===== src/rtl/clock_pkg.sv =====
// Shared definitions for the clock-chain counters.
//
// Contents:
//   cnt_mode_e  - counter operating mode (RUN counts ticks, SET takes buttons)
//   SEC_MOD, MIN_MOD, HOUR_MOD - moduli of the standard time stages
//   bcd2_t      - two-digit packed BCD value {tens, ones}
package clock_pkg;

    typedef enum logic {
        CNT_RUN = 1'b0,
        CNT_SET = 1'b1
    } cnt_mode_e;

    localparam int SEC_MOD  = 60;
    localparam int MIN_MOD  = 60;
    localparam int HOUR_MOD = 24;

    typedef struct packed {
        logic [3:0] tens;
        logic [3:0] ones;
    } bcd2_t;

endpackage


===== src/rtl/bin2bcd_2dig.sv =====
// Combinational binary to two-digit BCD converter.
//
// Ports:
//   bin  in  [7:0]  binary value, expected range 0..99
//   bcd  out bcd2_t tens/ones digits of bin
//
// Inputs above 99 produce a tens digit above 9; the caller guarantees range.
module bin2bcd_2dig
    import clock_pkg::*;
(
    input  logic [7:0] bin,
    output bcd2_t      bcd
);

    always_comb begin
        bcd.tens = 4'(bin / 8'd10);
        bcd.ones = 4'(bin % 8'd10);
    end

endmodule


===== src/rtl/mod_time_counter.sv =====
// Parametrised modulo-N time-unit counter for the clock chain.
//
// Counts on an incoming tick, wraps at MODULUS-1 and emits a registered
// one-cycle carry (up-wrap) or borrow (down-wrap) pulse for the next stage.
// A RUN/SET mode lets the user adjust the value with inc/dec buttons without
// generating carries. Stages are chained carry_out -> next stage tick.
//
// Parameters:
//   MODULUS  count range 0..MODULUS-1, legal 2..256
//   WIDTH    derived count width (not overridable)
//
// Ports:
//   clk        in   system clock
//   reset      in   asynchronous active-low reset
//   tick       in   one-cycle advance pulse from the previous stage
//   en         in   count enable; tick ignored when 0
//   dir        in   0 = up, 1 = down
//   load       in   synchronous load strobe (highest priority)
//   load_val   in   value to load, saturated to MODULUS-1
//   set_req    in   pulse: toggle RUN <-> SET
//   inc / dec  in   pulses: +1 / -1 while in SET (both together = no change)
//   count      out  current value
//   carry_out  out  registered pulse on up-wrap in RUN
//   borrow_out out  registered pulse on down-wrap in RUN
//   at_max     out  combinational count == MODULUS-1
//   in_set     out  registered mode state, 1 while in SET
//   bcd        out  (only with MOD_TIME_COUNTER_BCD_EN) registered BCD of
//                   count, one cycle behind count; needs MODULUS <= 100
//
// Input pulses are sampled on the rising clock edge; each is acted on once
// per edge it is high. Outputs change only on the rising edge (or reset),
// except at_max which follows count combinationally.
module mod_time_counter
    import clock_pkg::*;
#(
    parameter  int MODULUS = 60,
    localparam int WIDTH   = $clog2(MODULUS)
)
(
    input  logic             clk,
    input  logic             reset,
    input  logic             tick,
    input  logic             en,
    input  logic             dir,
    input  logic             load,
    input  logic [WIDTH-1:0] load_val,
    input  logic             set_req,
    input  logic             inc,
    input  logic             dec,
    output logic [WIDTH-1:0] count,
    output logic             carry_out,
    output logic             borrow_out,
    output logic             at_max,
    output logic             in_set
`ifdef MOD_TIME_COUNTER_BCD_EN
    ,
    output logic [7:0]       bcd
`endif
);

    if (MODULUS < 2 || MODULUS > 256) begin : g_bad_modulus
        $error("mod_time_counter: MODULUS %0d outside 2..256", MODULUS);
    end

    // One spare bit so MODULUS == 2**WIDTH is representable.
    localparam logic [WIDTH:0] MOD_EXT = (WIDTH+1)'(MODULUS);
    localparam logic [WIDTH:0] MAX_EXT = (WIDTH+1)'(MODULUS - 1);

    cnt_mode_e        mode_q, mode_d;
    logic [WIDTH-1:0] count_q, count_d;
    logic             carry_q, carry_d;
    logic             borrow_q, borrow_d;
    logic             in_set_q;

    logic [WIDTH:0]   count_ext;
    logic [WIDTH:0]   load_ext;
    logic [WIDTH:0]   next_up;
    logic [WIDTH:0]   next_dn;
    logic             is_max;
    logic             is_zero;

    always_comb begin
        count_ext = {1'b0, count_q};
        load_ext  = {1'b0, load_val};
        is_max    = (count_ext == MAX_EXT);
        is_zero   = (count_ext == '0);
        next_up   = is_max  ? '0      : count_ext + 1'b1;
        next_dn   = is_zero ? MAX_EXT : count_ext - 1'b1;

        count_d  = count_q;
        carry_d  = 1'b0;
        borrow_d = 1'b0;
        mode_d   = mode_q;

        if (set_req) begin
            mode_d = (mode_q == CNT_RUN) ? CNT_SET : CNT_RUN;
        end

        // Value update is judged against the pre-toggle mode.
        if (load) begin
            count_d = (load_ext >= MOD_EXT) ? MAX_EXT[WIDTH-1:0] : load_val;
        end else if (mode_q == CNT_SET) begin
            if (inc && !dec) begin
                count_d = next_up[WIDTH-1:0];
            end else if (dec && !inc) begin
                count_d = next_dn[WIDTH-1:0];
            end
        end else if (tick && en) begin
            if (dir) begin
                count_d  = next_dn[WIDTH-1:0];
                borrow_d = is_zero;
            end else begin
                count_d  = next_up[WIDTH-1:0];
                carry_d  = is_max;
            end
        end
    end

    // Mode FSM and counter state share one register block; in_set is the
    // registered decode of the next mode so it tracks mode_q exactly.
    always_ff @(posedge clk or negedge reset) begin
        if (!reset) begin
            mode_q   <= CNT_RUN;
            count_q  <= '0;
            carry_q  <= 1'b0;
            borrow_q <= 1'b0;
            in_set_q <= 1'b0;
        end else begin
            mode_q   <= mode_d;
            count_q  <= count_d;
            carry_q  <= carry_d;
            borrow_q <= borrow_d;
            in_set_q <= (mode_d == CNT_SET);
        end
    end

    assign count      = count_q;
    assign carry_out  = carry_q;
    assign borrow_out = borrow_q;
    assign at_max     = is_max;
    assign in_set     = in_set_q;

`ifdef MOD_TIME_COUNTER_BCD_EN
    if (MODULUS > 100) begin : g_bad_bcd
        $error("mod_time_counter: bcd output needs MODULUS <= 100, got %0d", MODULUS);
    end

    bcd2_t bcd_conv;
    bcd2_t bcd_q;

    bin2bcd_2dig u_bin2bcd (
        .bin (8'(count_q)),
        .bcd (bcd_conv)
    );

    always_ff @(posedge clk or negedge reset) begin
        if (!reset) begin
            bcd_q <= '0;
        end else begin
            bcd_q <= bcd_conv;
        end
    end

    assign bcd = bcd_q;
`endif

endmodule


===== config.mk =====
export PLATFORM = sky130hd
export DESIGN_NAME = mod_time_counter
export DESIGN_NICKNAME = d
export VERILOG_FILES = /design/src/rtl/clock_pkg.sv /design/src/rtl/bin2bcd_2dig.sv /design/src/rtl/mod_time_counter.sv
export SDC_FILE = /design/constraint.sdc
export NUM_CORES = 1
export LEC_CHECK = 0
export CELL_PAD_IN_SITES_DETAIL_PLACEMENT = 0
export CELL_PAD_IN_SITES_GLOBAL_PLACEMENT = 1
export CORE_MARGIN = 2
export CORE_UTILIZATION = 25
export DETAILED_ROUTE_END_ITERATION = 12
export DONT_BUFFER_PORTS = 1
export PLACE_DENSITY = 0.55
export REMOVE_ABC_BUFFERS = 1
export SLEW_MARGIN = 10
export SYNTH_ARGS = -nofsm -noshare
export SYNTH_HDL_FRONTEND = slang
export SYNTH_SLANG_ARGS = --single-unit
export TNS_END_PERCENT = 5

===== constraint.sdc =====
create_clock -name clk -period 2.1 [get_ports clk]
set_clock_uncertainty 0.15 [all_clocks]
set_input_delay 0.21 -clock clk [delete_from_list [all_inputs] [get_ports clk]]
set_output_delay 0.21 -clock clk [all_outputs]
set_load 0.05 [all_outputs]

After elaboration in Yosys (flattened, before gate mapping)

Index checks and enable logic that the tools add are counted.

Magnitude comparators: 1
Eq/ne operators: 2
Reductions and logical operators: 8
Muxes and demuxes: 18
Add/sub/neg operators: 2

Operators with widths:

| cell                  | count |
|---|---|
| $mux W6               | 9 |
| $mux W1               | 9 |
| $add A6 B1 Y6 const B | 1 |
| $eq A6 B6 Y1 const B  | 1 |
| $ge A6 B6 Y1 const B  | 1 |
| $logic_not A6 Y1      | 1 |
| $sub A6 B1 Y6 const B | 1 |
| $ne A4 B2 Y1 const B  | 1 |
| $logic_and A1 B1 Y1   | 3 |
| $reduce_bool A3 Y1    | 1 |
| $logic_not A1 Y1      | 2 |
| $reduce_and A2 Y1     | 1 |

Flip-flop bits (word level): 9
Bits of input ports: 15
Word-level logic and storage cells: 35
Output and inout bits: 10

Longest topological paths before layout

Gate-level depths: netlist of the first run.

Word-level depth: 6
Mapped depth: 7

Least setup slack after synthesis of the first run

OpenSTA, ideal clock, no wires.

Path type: flip-flop to flip-flop
From: register count_q[0] (netlist: count[0])
To: register count_q[5] (netlist: count[5])
Path buffers: 0
Stages on the path, launching flop included: 7
Setup time: 0.126 ns
Arrival time: 1.996 ns
Clock period less this slack: 2.272 ns
Slack: -0.172 ns
Path through: dfrtp_1 -> ha_1 -> nand2b_4 -> nor2_2 -> nor3_1 -> o21ai_0 -> o21ai_2

Cells in the longest elaborated chain, start to end: 6
Elaborated cells on any way between the ends: 12

RTL lines:

| what                   | RTL line                | source |
|---|---|---|
| start, declared        | mod_time_counter.sv:70  | `logic [WIDTH-1:0] count_q, count_d;` |
| start signal, assigned | mod_time_counter.sv:130 | `count_q <= count_d;` |
| $eq A6 B6 Y1 (*)       | mod_time_counter.sv:85  | `is_max = (count_ext == MAX_EXT);` |
| net at_max             | mod_time_counter.sv:53  | `output logic at_max,` |
| $mux W6 (*)            | mod_time_counter.sv:87  | `next_up = is_max ? '0 : count_ext + 1'b1;` |
| $mux W6                | mod_time_counter.sv:109 | `if (dir) begin` |
| $mux W6                | mod_time_counter.sv:108 | `end else if (tick && en) begin` |
| $mux W6 (*)            | mod_time_counter.sv:102 | `end else if (mode_q == CNT_SET) begin` |
| $mux W6 (*)            | mod_time_counter.sv:100 | `if (load) begin` |

The timed path passes the listed nets; every way through them passes the cells marked *. The select of a mux whose other input is x is not followed.
A chain may end at the register's enable or synchronous reset.

Worst setup path in the final report of the first run

From: register count_q[1] (netlist: count[1])
To: output at_max

Cells in the longest elaborated chain, start to end: 1

RTL lines:

| what          | RTL line |
|---|---|
| $eq A6 B6 Y1  | mod_time_counter.sv:85 |
| end, declared | mod_time_counter.sv:53 |

No other way between the ends.

==> results of run 1 <==
==> flip-flops by register name (all words and copies together) (netlist names) <==
name / count
count: 6
borrow_out: 1
carry_out: 1
in_set: 1
==> through the flow <==
stage / instance area, sq um / instances
2_1_floorplan: 766 / 85
3_3_place_gp: 888 / 138
3_5_place_dp: 888 / 138
4_1_cts: 965 / 147
5_1_grt: 967 / 147
6_report: 967 / 147
==> path summary, 6_finish.rpt <==
| check | startpoint | endpoint | slack, ns |
|---|---|---|---|
| min in group asynchronous | reset | count[4] | 0.19 |
| hold reg to reg | in_set | in_set | 0.44 |
| setup reg to reg | count[1] | count[5] | 0.34 |
| setup / recovery | count[1] | at_max | 0.16 |
| hold / removal | dir | carry_out | 0.04 |
| max in group asynchronous | reset | count[0] | 1.29 |
==> cell families (layout without fill, tap and decap cells) <==
group                    Yosys count  after routing
XOR/XNOR                           4              4
AO/OA/AOI/OAI                     26             26
flip-flops                         9              9
AND/OR/NAND/NOR                   38             38
adder cells (fa/ha/maj)            4              4
buffers and inverters              8             22
==> final cells by class <==
type,count,area share
clock buffers,4,0.0272
well taps,44,0.0569
multi-input cells,72,0.546
inverters,4,0.0155
repair buffers,14,0.122
flip-flops and latches,9,0.233
==> worst reg2reg max path, stage by stage, from the launching register on <==
cell                       delay (ns)
sky130_fd_sc_hd__dfrtp_1         0.45
sky130_fd_sc_hd__inv_1           0.11
sky130_fd_sc_hd__ha_1            0.20
sky130_fd_sc_hd__o21bai_1        0.16
sky130_fd_sc_hd__a21oi_1         0.14
sky130_fd_sc_hd__a41oi_1         0.07
sky130_fd_sc_hd__a221oi_2        0.30
sky130_fd_sc_hd__o21ai_2         0.07
==> what timing repair did <==
item	CTS	global route
hold endpoints to repair	14	0
gates resized for setup	0	1
setup endpoints to repair	0	1
hold buffers	5	0
==> per-layer routing <==
| layer | GRT usage | vias up |
|---|---|---|
| li1 | - | 353 |
| met1 | 0.174 | 376 |
| met2 | 0.225 | 37 |
| met3 | 0.0618 | 4 |
| met4 | 0.0254 | 0 |
| met5 | 0 | - |
==> power groups by stage <==
stage	clock network (W)	logic (W)	registers [W]
floorplan	0	0.000424	0.000614
global placement	0	0.000869	0.000402
detailed placement	0	0.000879	0.000409
CTS	0.000145	0.000896	0.000406
global route	0.000156	0.000982	0.000421
finish	0.000138	0.000891	0.000405
==> cell usage in the layout (no fill, tap or decap), types with 2 or more instances in the layout <==
cell / count
sky130_fd_sc_hd__a21oi_1: 5
sky130_fd_sc_hd__a31oi_1: 2
sky130_fd_sc_hd__buf_4: 9
sky130_fd_sc_hd__clkbuf_4: 3
sky130_fd_sc_hd__dfrtp_1: 9
sky130_fd_sc_hd__dlygate4sd3_1: 5
sky130_fd_sc_hd__ha_1: 3
sky130_fd_sc_hd__inv_1: 4
sky130_fd_sc_hd__nand2_1: 10
sky130_fd_sc_hd__nand3_1: 2
sky130_fd_sc_hd__nor2_1: 5
sky130_fd_sc_hd__nor2_2: 2
sky130_fd_sc_hd__nor2b_1: 2
sky130_fd_sc_hd__nor3_2: 3
sky130_fd_sc_hd__nor3b_1: 2
sky130_fd_sc_hd__o21ai_0: 4
sky130_fd_sc_hd__o21ai_1: 4
sky130_fd_sc_hd__xor2_1: 3
==> reports/results.md, run 1 <==
| Quantity | Value |
|---|---|
| Insertion delay to the later sink of the worst-skew pair | 0.26 ns |
| Sum of routed wire length over all layers | 2260 microns |
| Number of cells on the critical path | 4 |
| Topmost layer with routed signal wires | met4 |
| Number of fill cells in the layout | 326 |
| Highest fanout seen on the critical path | 6 |
| Final worst path period share | 0.922 |
| Met2 routed WL | 1050 microns |
| Final hold violation count | 0 |
| Dominant cell by count in the synthesized netlist | sky130_fd_sc_hd__nand2_1 |
| Post-CTS setup repair buffer count | 0 |
| Cell-internal power | 0.000636 W |
| Overall power consumption | 0.00144 W |
| Upper clock frequency limit | 516 MHz |
| Final #Nets | 123 |
| Residual DRC | 0 |
| Max-cap violations | 0 |
| Launching element type of the critical path | flop |
| Count of vias placed by the detailed router | 770 |
| Detailed Route Iter0 Violations | 24 |
| Length of routed wiring on met1 | 993 microns |
| Most used standard cells in the synthesized netlist | sky130_fd_sc_hd__nand2_1 (10), sky130_fd_sc_hd__dfrtp_1 (9), sky130_fd_sc_hd__a21oi_1 (5), sky130_fd_sc_hd__nor2_1 (5) |
| Layout cells sized above 1 | 0.272 |
| Status | completed |
| Overall fraction of global-route tracks in use | 0.139 |
| Synthesized area per cell | 8.93 sq um |
| First-pass iteration count of the detailed router | 4 |
| Max H-tree Level | 1 |
| XOR/XNOR Fraction of Synth Area | 0.0441 |
| Initial antenna violation count | 0 |
| Hold/Removal Path Class | in2reg |
| Asr flop ratio synth | 1.00 |
| Worst slack after detailed placement | 0.341 ns |
| Ratio of routed vias to standard cells | 5.24 |
| Post-detail-place hpwl | 1680 microns |
| Area share of the largest cell type after synthesis | 0.283 |
| Number of distinct library cells after synthesis | 42 |
| Switching power | 0.000799 W |
| Simple logic cell fraction of the synthesized area | 0.318 |
| Last weighted congestion value of the routability-driven placer | 0.855 |
| Part of the total power dissipated in sequential elements | 0.282 |
| Final antenna diode count | 0 |
| Leading cell types by total area after synthesis | sky130_fd_sc_hd__dfrtp_1 (28%), sky130_fd_sc_hd__ha_1 (6.3%), sky130_fd_sc_hd__nand2_1 (4.7%) |
| Multi-input gate area | 528 sq um |
| Multiplexer fraction of the synthesized cell area | 0 |
| Main combinational cell family by area after synthesis | simple AND/OR/NAND/NOR gates |
| Final count of pins violating max slew | 0 |
| Area used by sequential logic in the layout | 225 sq um |
| Die W | 60.4 microns |
| First-pass GRT wire length | 3730 microns |
| Floorplan die area | 3650 sq um |
| Routed wl met3 | 191 microns |
| GRT overflow | 0 |
| Power density cells | 1480 nW/um^2 |
| Critical path's slowest cell | sky130_fd_sc_hd__dfrtp_1 |
| CP cell instances | ha_2 > nand2b_4 > nor2_2 > buf_4 |
| Ys flop type | sky130_fd_sc_hd__dfrtp_1 |
| Crit path buf inv count | 1 |
| Sw frac | 0.557 |
| Final min period | 1.94 ns |
| Area inside the core boundary | 3030 sq um |
| RSZ-0062 raised after global routing | false |
| Family with the most delay on the worst path | flip-flops |
| Peak per-stage delay on the critical path | 0.45 ns |
| Largest net degree at the start of global routing | 13 |
| Area growth from synthesis to layout | 21.7% |
| Root buf cell | sky130_fd_sc_hd__clkbuf_4 |
| Final standard cell utilization of the core | 0.319 |
| Headroom to the max-slew limit | 0.682 |
| Number of storage elements in the synthesis netlist | 9 |
| Depth of the worst register-to-register path | 7 |
| TritonCTS clock tree | done |
| # IOs | 25 |
| Via count of the first global-routing pass | 772 |
| Clock network fraction of design power | 0.096 |
| Share of synthesized cell area in full adder, half adder and majority cells | 0.0630 |
| Classification of the worst setup path | reg2out |
| Final worst hold slack | 0.0354 ns |
| Die Y-Extent | 60.4 microns |
| Maximum clock insertion buffer count | 2 |
| TritonCTS buffer count | 3 |
| Number of synthesized flops with an enable pin | 0 |
| Number of instances in the synthesized netlist | 89 |
| Number of warnings reported in the yosys synthesis log | 0 |
| Share of the yosys chip area belonging to registers | 0.283 |
| Syn Std Cell Area | 795 sq um |
| Pleak | 0.387 nW |
| Sink count of the clock tree | 9 |
| Tightest Pin Transition | 0.475 ns |
| Kind of end point of the critical path | output port |
| CTS clock-pin slew for the worst setup and hold paths | 0.06 ns |
| Critical Path AT | 1.58 ns |
| Area leader, netlist | sky130_fd_sc_hd__dfrtp_1 |
| Fraction of power consumed by combinational cells | 0.621 |
| Total Negative Setup Slacks | 0 ns |
| Required time at the endpoint of the critical path | 1.74 ns |
| Final setup viols | 0 |
| Antenna Violating Nets Remaining | 0 |
| Row count | 20 |
| Worst vdd rail ir drop | 0.576 mV |
| Cells on Worst Hold Path | 1 |
| Complex-gate fraction of the synthesized area | 0.236 |
| Min setup slack post-route | 0.163 ns |
| Starting density of the core | 0.262 |
| Drt wl/cell | 15.4 microns |
| Number of buffers added on ports | 0 |
Power figures use the tool's default switching activity.
==> run 2, diff against run 1 <==
--- a/config.mk
+++ b/config.mk
@@ -5,13 +5,13 @@
 export SDC_FILE = /design/constraint.sdc
 export NUM_CORES = 1
 export LEC_CHECK = 0
+export BUFFER_PORTS_ARGS = -buffer_cell sky130_fd_sc_hd__buf_4
 export CELL_PAD_IN_SITES_DETAIL_PLACEMENT = 0
 export CELL_PAD_IN_SITES_GLOBAL_PLACEMENT = 1
 export CORE_MARGIN = 2
 export CORE_UTILIZATION = 25
 export DETAILED_ROUTE_END_ITERATION = 12
-export DONT_BUFFER_PORTS = 1
-export PLACE_DENSITY = 0.55
+export PLACE_DENSITY = 0.64
 export REMOVE_ABC_BUFFERS = 1
 export SLEW_MARGIN = 10
 export SYNTH_ARGS = -nofsm -noshare
==> run 2 against run 1 <==
Net effect:
- power increased by 0.66%
- worst hold slack improved by 0.024 ns
- non-clock buffer count increased by 13
- highest routed layer unchanged
- count of clock-buffer cells in the layout decreased by 1
- utilization increased by 3.0 points
- die area unchanged
- sequential share of layout area decreased by 2.0 points
- first-iteration DRC count increased by 79%
- via count decreased by 0.91%
- register-to-register slack got worse by 0.06 ns
- worst setup slack got worse by 0.0016 ns
==> reports/results.md, run 2 (synthesized netlist as in run 1, its figures left out) <==
| Quantity | Value | Change |
|---|---|---|
| Reg-to-Reg Start | count[0] |  |
| Initial antenna violation count | 0 | unchanged |
| Area inside the core boundary | 3030 sq um | unchanged |
| Crit Reg-Reg Endpoint | count[5] |  |
| Placed Area | 1010 sq um | +14% |
| Kind of end point of the critical path | output port |  |
| Overall fraction of global-route tracks in use | 0.132 | -0.00711 |
| Highest fanout seen on the critical path | 8 | +2 |
| Final setup viols | 0 | unchanged |
| TritonCTS buffer count | 3 | unchanged |
| Sum of routed wire length over all layers | 2110 microns | -6.5% |
| GRT busiest layer | met2 |  |
| Final antenna diode count | 0 | unchanged |
| Depth of the worst register-to-register path | 7 | unchanged |
| Most used cells in the layout excluding fill and tap cells | sky130_fd_sc_hd__buf_4 (25), sky130_fd_sc_hd__nand2_1 (10), sky130_fd_sc_hd__dfrtp_1 (9), sky130_fd_sc_hd__nor2_1 (5), sky130_fd_sc_hd__a21oi_1 (5) |  |
| Max-cap violations | 0 | unchanged |
| Area growth from synthesis to layout | 33.2% |  |
| Starting density of the core | 0.262 | unchanged |
| Critical Path AT | 1.58 ns | about the same |
| Critical path endpoint | at_max |  |
| Final min period | 1.94 ns | +0.00155 ns |
| TritonCTS clock tree | done |  |
| Met2 capacity usage during global routing | 0.197 | -0.0280 |
| CTS clock-pin slew for the worst setup and hold paths | 0.08 ns | +0.02 ns |
| Worst slack after detailed placement | 0.293 ns | -0.0477 ns |
| Residual DRC | 0 | unchanged |
| Cells on Worst Hold Path | 2 | +1 |
| Final worst path period share | 0.923 | about the same |
| Layout cells sized above 1 | 0.388 | +0.116 |
| Die W | 60.4 microns | unchanged |
| Tightest Pin Transition | 0.443 ns | -0.0323 ns |
| Via count of the first global-routing pass | 707 | -8.4% |
| Post-CTS setup repair buffer count | 0 | unchanged |
| Global-route track usage on met1 | 0.184 | +0.0101 |
| Layout Cell Area excl Fill | 1060 sq um | +9.4% |
| Drt wl/cell | 13.2 microns | -14% |
| First-pass GRT wire length | 3500 microns | -6.3% |
| Row count | 20 | unchanged |
| Most common cell after layout, fill and taps aside | sky130_fd_sc_hd__buf_4 |  |
| Global Route met3 Usage | 0.0277 | -0.0341 |
| Antenna Violating Nets Remaining | 0 | unchanged |
| Launching element of the worst setup path | count[0] |  |
| Classification of the worst setup path | reg2out |  |
| Headroom to the max-slew limit | 0.703 | +0.0210 |
| Last weighted congestion value of the routability-driven placer | 0.837 | -2.1% |
| Worst vdd rail ir drop | 0.330 mV | -43% |
| Floorplan die area | 3650 sq um | unchanged |
| First-pass iteration count of the detailed router | 4 | unchanged |
| GRT overflow | 0 | unchanged |
| Power density cells | 1360 nW/um^2 | -8.0% |
| Status | completed |  |
| Max FFs per register | 6 | unchanged |
| Minimum setup slack among reg-to-reg paths | 0.28 ns | -0.06 ns |
| Final #Nets | 136 | +11% |
| Sink count of the clock tree | 9 | unchanged |
| Number of buffers added on ports | 24 | +24 |
| Die Y-Extent | 60.4 microns | unchanged |
| Ratio of routed vias to standard cells | 4.77 | -9.0% |
| Max H-tree Level | 1 | unchanged |
| Maximum clock insertion buffer count | 2 | unchanged |
| Required time at the endpoint of the critical path | 1.74 ns | about the same |
| Launching element type of the critical path | flop |  |
| RSZ-0062 raised after global routing | false |  |
| Count of vias placed by the detailed router | 763 | -0.91% |
| Hold/Removal Path Class | in2reg |  |
| Min setup slack post-route | 0.162 ns | -0.00155 ns |
| Upper clock frequency limit | 516 MHz | about the same |
| Pleak | 0.455 nW | +18% |
| Detailed Route Iter0 Violations | 43 | +79% |
| Final hold violation count | 0 | unchanged |
| Post-detail-place hpwl | 1640 microns | -2.4% |
| # IOs | 25 | unchanged |
| Largest net degree at the start of global routing | 14 | +1 |
| Final count of pins violating max slew | 0 | unchanged |
| Root buf cell | sky130_fd_sc_hd__clkbuf_4 |  |
| Insertion delay to the later sink of the worst-skew pair | 0.27 ns | about the same |
[run 2: cell types whose count changed in the layout (fill, tap and decap cells not counted)]
cell	before	now
sky130_fd_sc_hd__clkinv_2	0	1
sky130_fd_sc_hd__dlygate4sd3_1	5	2
sky130_fd_sc_hd__buf_4	9	25
sky130_fd_sc_hd__clkbuf_1	1	0
[run 2: worst min path at each step]
| stage | start | to |
|---|---|---|
| after global placement | reset | count[4] |
| after floorplan | reset | borrow_out |
| after detailed placement | reset | count[2] |
| final | dir | borrow_out |
| after global routing | dir | borrow_out |
| after CTS | dir | borrow_out |
[run 2: area by class of cell]
cell class | instances | area [sq um]
multi-input cells | 72 | 528
clock buffers | 3 | 22.5
fillers | 320 | 1970
flip-flops and latches | 9 | 225
well taps | 44 | 55.1
inverters | 4 | 15.0
clock inverters | 1 | 5.00
repair buffers | 27 | 208
[run 2: per-stage QoR]
step	setup TNS, ns	total power (W)	cells	hold slack (ns)	utilization
2_1_floorplan	-0.433	0.00104	85	-0.236	-
3_3_place_gp	0	0.00129	154	-0.103	0.333
3_5_place_dp	0	0.00131	154	-0.0992	0.333
4_1_cts	0	0.00146	160	0.0574	0.349
5_1_grt	0	0.00157	160	0.0571	0.350
6_report	0	0.00144	160	0.0593	0.350
[run 2: worst max-delay path: stages (launching register included)]
cell	delay, ns
sky130_fd_sc_hd__dfrtp_1	0.49
sky130_fd_sc_hd__ha_2	0.30
sky130_fd_sc_hd__nand2b_4	0.07
sky130_fd_sc_hd__nor2_2	0.22
sky130_fd_sc_hd__buf_4	0.25
[run 2: timing repair]
item                                    in CTS  in global routing
hold endpoints to repair                    10                  0
hold buffers                                 2                  0
gates resized for setup                      0                  1
endpoints found under the setup margin       0                  1
[run 2: report_power, final]
group          switching, W  total [W]  internal (W)  leakage (nW)
Sequential         0.000178   0.000416      0.000238         0.111
Clock             0.0000729   0.000143     0.0000705        0.0177
Combinational      0.000549   0.000886      0.000337         0.326
[run 2: layer usage]
metal / wire [microns] / up-vias
met5: 0 / -
li1: - / 376
met3: 110 / 2
met4: 10 / 0
met1: 1030 / 358
met2: 965 / 27
==> run 3, diff against run 2 <==
==> constraint.sdc (replaced) <==
create_clock -name clk -period 2.1 [get_ports clk]
set_clock_uncertainty 0.15 [all_clocks]
set_input_delay 0.63 -clock clk [delete_from_list [all_inputs] [get_ports clk]]
set_output_delay 0.63 -clock clk [all_outputs]
set_load 0.05 [all_outputs]
==> run 3 against run 2 <==
Net effect:
- clock power shrank 8%
- flip-flop and latch count is the same
- combinational power grew 25%
- largest power group unchanged
==> reports/results.md, run 3 (synthesized netlist as in run 1, its figures left out) <==
| Quantity | Value | Change |
|---|---|---|
| Final antenna diode count | 0 | unchanged |
| Switching power | 0.000816 W | +2.1% |
| Overall power consumption | 0.00154 W | +6.7% |
| Hold/Removal Path Class | in2async |  |
| Die W | 60.4 microns | unchanged |
| RSZ-0062 raised after global routing | false |  |
| Overall fraction of global-route tracks in use | 0.124 | -0.00788 |
| Detailed Route Iter0 Violations | 22 | -49% |
| Fraction of power consumed by combinational cells | 0.720 | +0.107 |
| Cell-internal power | 0.000725 W | +12% |
| Required time at the endpoint of the critical path | 1.32 ns | -0.42 ns |
| Sw frac | 0.530 | -0.0240 |
| GRT overflow | 0 | unchanged |
| Headroom to the max-slew limit | 0.547 | -0.156 |
| Floorplan die area | 3650 sq um | unchanged |
| # IOs | 25 | unchanged |
| Starting density of the core | 0.262 | unchanged |
| Residual DRC | 0 | unchanged |
| Most common cell after layout, fill and taps aside | sky130_fd_sc_hd__buf_4 |  |
| Part of the total power dissipated in sequential elements | 0.194 | -0.094 |
| Via count of the first global-routing pass | 727 | +2.8% |
| Final count of pins violating max slew | 0 | unchanged |
| Count of vias placed by the detailed router | 755 | -1.0% |
| Area inside the core boundary | 3030 sq um | unchanged |
| Sink count of the clock tree | 9 | unchanged |
| Min setup slack post-route | 0.0961 ns | -0.0657 ns |
| Final setup viols | 0 | unchanged |
| Maximum clock insertion buffer count | 2 | unchanged |
| Highest fanout seen on the critical path | 5 | -3 |
| Final worst path period share | 0.954 | +0.0313 |
| Antenna Violating Nets Remaining | 0 | unchanged |
| Power density cells | 1410 nW/um^2 | +2.9% |
| Drt wl/cell | 12.7 microns | -4.1% |
| TritonCTS clock tree | done |  |
| CTS clock-pin slew for the worst setup and hold paths | 0.06 ns | -0.02 ns |
| Row count | 20 | unchanged |
| Post-detail-place hpwl | 1630 microns | -0.45% |
| Max FFs per register | 6 | unchanged |
| Kind of end point of the critical path | output port |  |
| Placed Instances | 159 | +3.2% |
| Final worst hold slack | 0.0295 ns | -0.0298 ns |
| Last weighted congestion value of the routability-driven placer | 0.815 | -2.7% |
| Crit path buf inv count | 1 | unchanged |
| Root buf cell | sky130_fd_sc_hd__clkbuf_4 |  |
| Pleak | 0.472 nW | +3.7% |
| Layout cells sized above 1 | 0.412 | +0.0238 |
| Most used cells in the layout excluding fill and tap cells | sky130_fd_sc_hd__buf_4 (29), sky130_fd_sc_hd__nand2_1 (10), sky130_fd_sc_hd__dfrtp_1 (9), sky130_fd_sc_hd__nor2_1 (5), sky130_fd_sc_hd__a21oi_1 (5) |  |
| Max H-tree Level | 1 | unchanged |
| Upper clock frequency limit | 499 MHz | -3.3% |
| Tightest Pin Transition | 0.676 ns | +0.233 ns |
| Final Non-Filler Cells | 163 | +1.9% |
| Number of fill cells in the layout | 323 | +0.94% |
| TritonCTS buffer count | 3 | unchanged |
| Family with the most delay on the worst path | flip-flops |  |
| Clock network fraction of design power | 0.086 | -0.013 |
| Die Y-Extent | 60.4 microns | unchanged |
| Number of buffers added on ports | 24 | unchanged |
| Initial antenna violation count | 0 | unchanged |
| Final #Nets | 139 | +2.2% |
| Launching element type of the critical path | flop |  |
| Number of hold buffers added after CTS | 0 | -2 |
| Status | completed |  |
| Final hold violation count | 0 | unchanged |
| First-pass iteration count of the detailed router | 4 | unchanged |
| Worst vdd rail ir drop | 0.432 mV | +31% |
| Insertion delay to the later sink of the worst-skew pair | 0.26 ns | about the same |
| Peak per-stage delay on the critical path | 0.39 ns | -0.10 ns |
| Sum of routed wire length over all layers | 2070 microns | -2.3% |
| Classification of the worst setup path | reg2out |  |
| CP cell instances | ha_4 > nand2b_4 > nor2_4 > buf_8 |  |
| Final standard cell utilization of the core | 0.362 | +0.0128 |
| Critical path's slowest cell | sky130_fd_sc_hd__dfrtp_1 |  |
| Ratio of routed vias to standard cells | 4.63 | -2.9% |
| Largest net degree at the start of global routing | 14 | unchanged |
| Area growth from synthesis to layout | 38.1% |  |
| Critical Path AT | 1.22 ns | -0.36 ns |
| Final min period | 2.00 ns | +0.0657 ns |
| Worst slack after detailed placement | -0.0179 ns | -0.311 ns |
| Max-cap violations | 0 | unchanged |
| First-pass GRT wire length | 3340 microns | -4.5% |
## run 3: cell type report
class                      instances  area (sq um)  share of cell area
timing repair buffer              30           233               0.212
clock buffer                       4          26.3              0.0239
sequential                         9           225               0.205
multi-input combinational         72           543               0.495
tap                               44          55.1              0.0502
inverter                           4          15.0              0.0137
## run 3: timing repair
action / CTS / global route
pin swaps: 0 / 1
setup buffers: 0 / 0
setup endpoints to repair: 1 / 1
gates resized for setup: 3 / 2
## run 3: power by group through the flow
stage / Clock [W] / Sequential, W / Combinational [W]
global route: 0.000144 / 0.000312 / 0.00119
global placement: 0 / 0.000293 / 0.00110
finish: 0.000132 / 0.000300 / 0.00111
detailed placement: 0 / 0.000293 / 0.00110
floorplan: 0 / 0.000614 / 0.000424
CTS: 0.000138 / 0.000292 / 0.00111
## run 3: routing by layer
layer / track usage / wire length [microns] / vias up / part of all wire
li1: - / - / 385 / -
met1: 0.161 / 927 / 345 / 0.45
met2: 0.203 / 984 / 25 / 0.48
met3: 0.0448 / 154 / 0 / 0.075
met4: 0.0190 / 0 / 0 / 0
met5: 0 / 0 / - / 0
## run 3: stage by stage
step	cell area (sq um)	TNS [ns]
finish	1100	0
global placement	1050	0
detailed placement	1050	-0.0338
floorplan	766	-0.727
global route	1100	0
CTS	1080	0
## run 3: path summary, 6_finish.rpt
path                       startpoint  endpoint  slack (ns)  depth (start not counted)
max                          count[0]    at_max         0.1                          4
min                             reset  count[2]        0.03                          1
max reg2reg                  count[0]  count[5]        0.22                          8
min reg2reg                    in_set    in_set        0.42                          1
max in group asynchronous       reset  count[1]        1.64                          1
min in group clk              set_req    in_set        0.39                          2
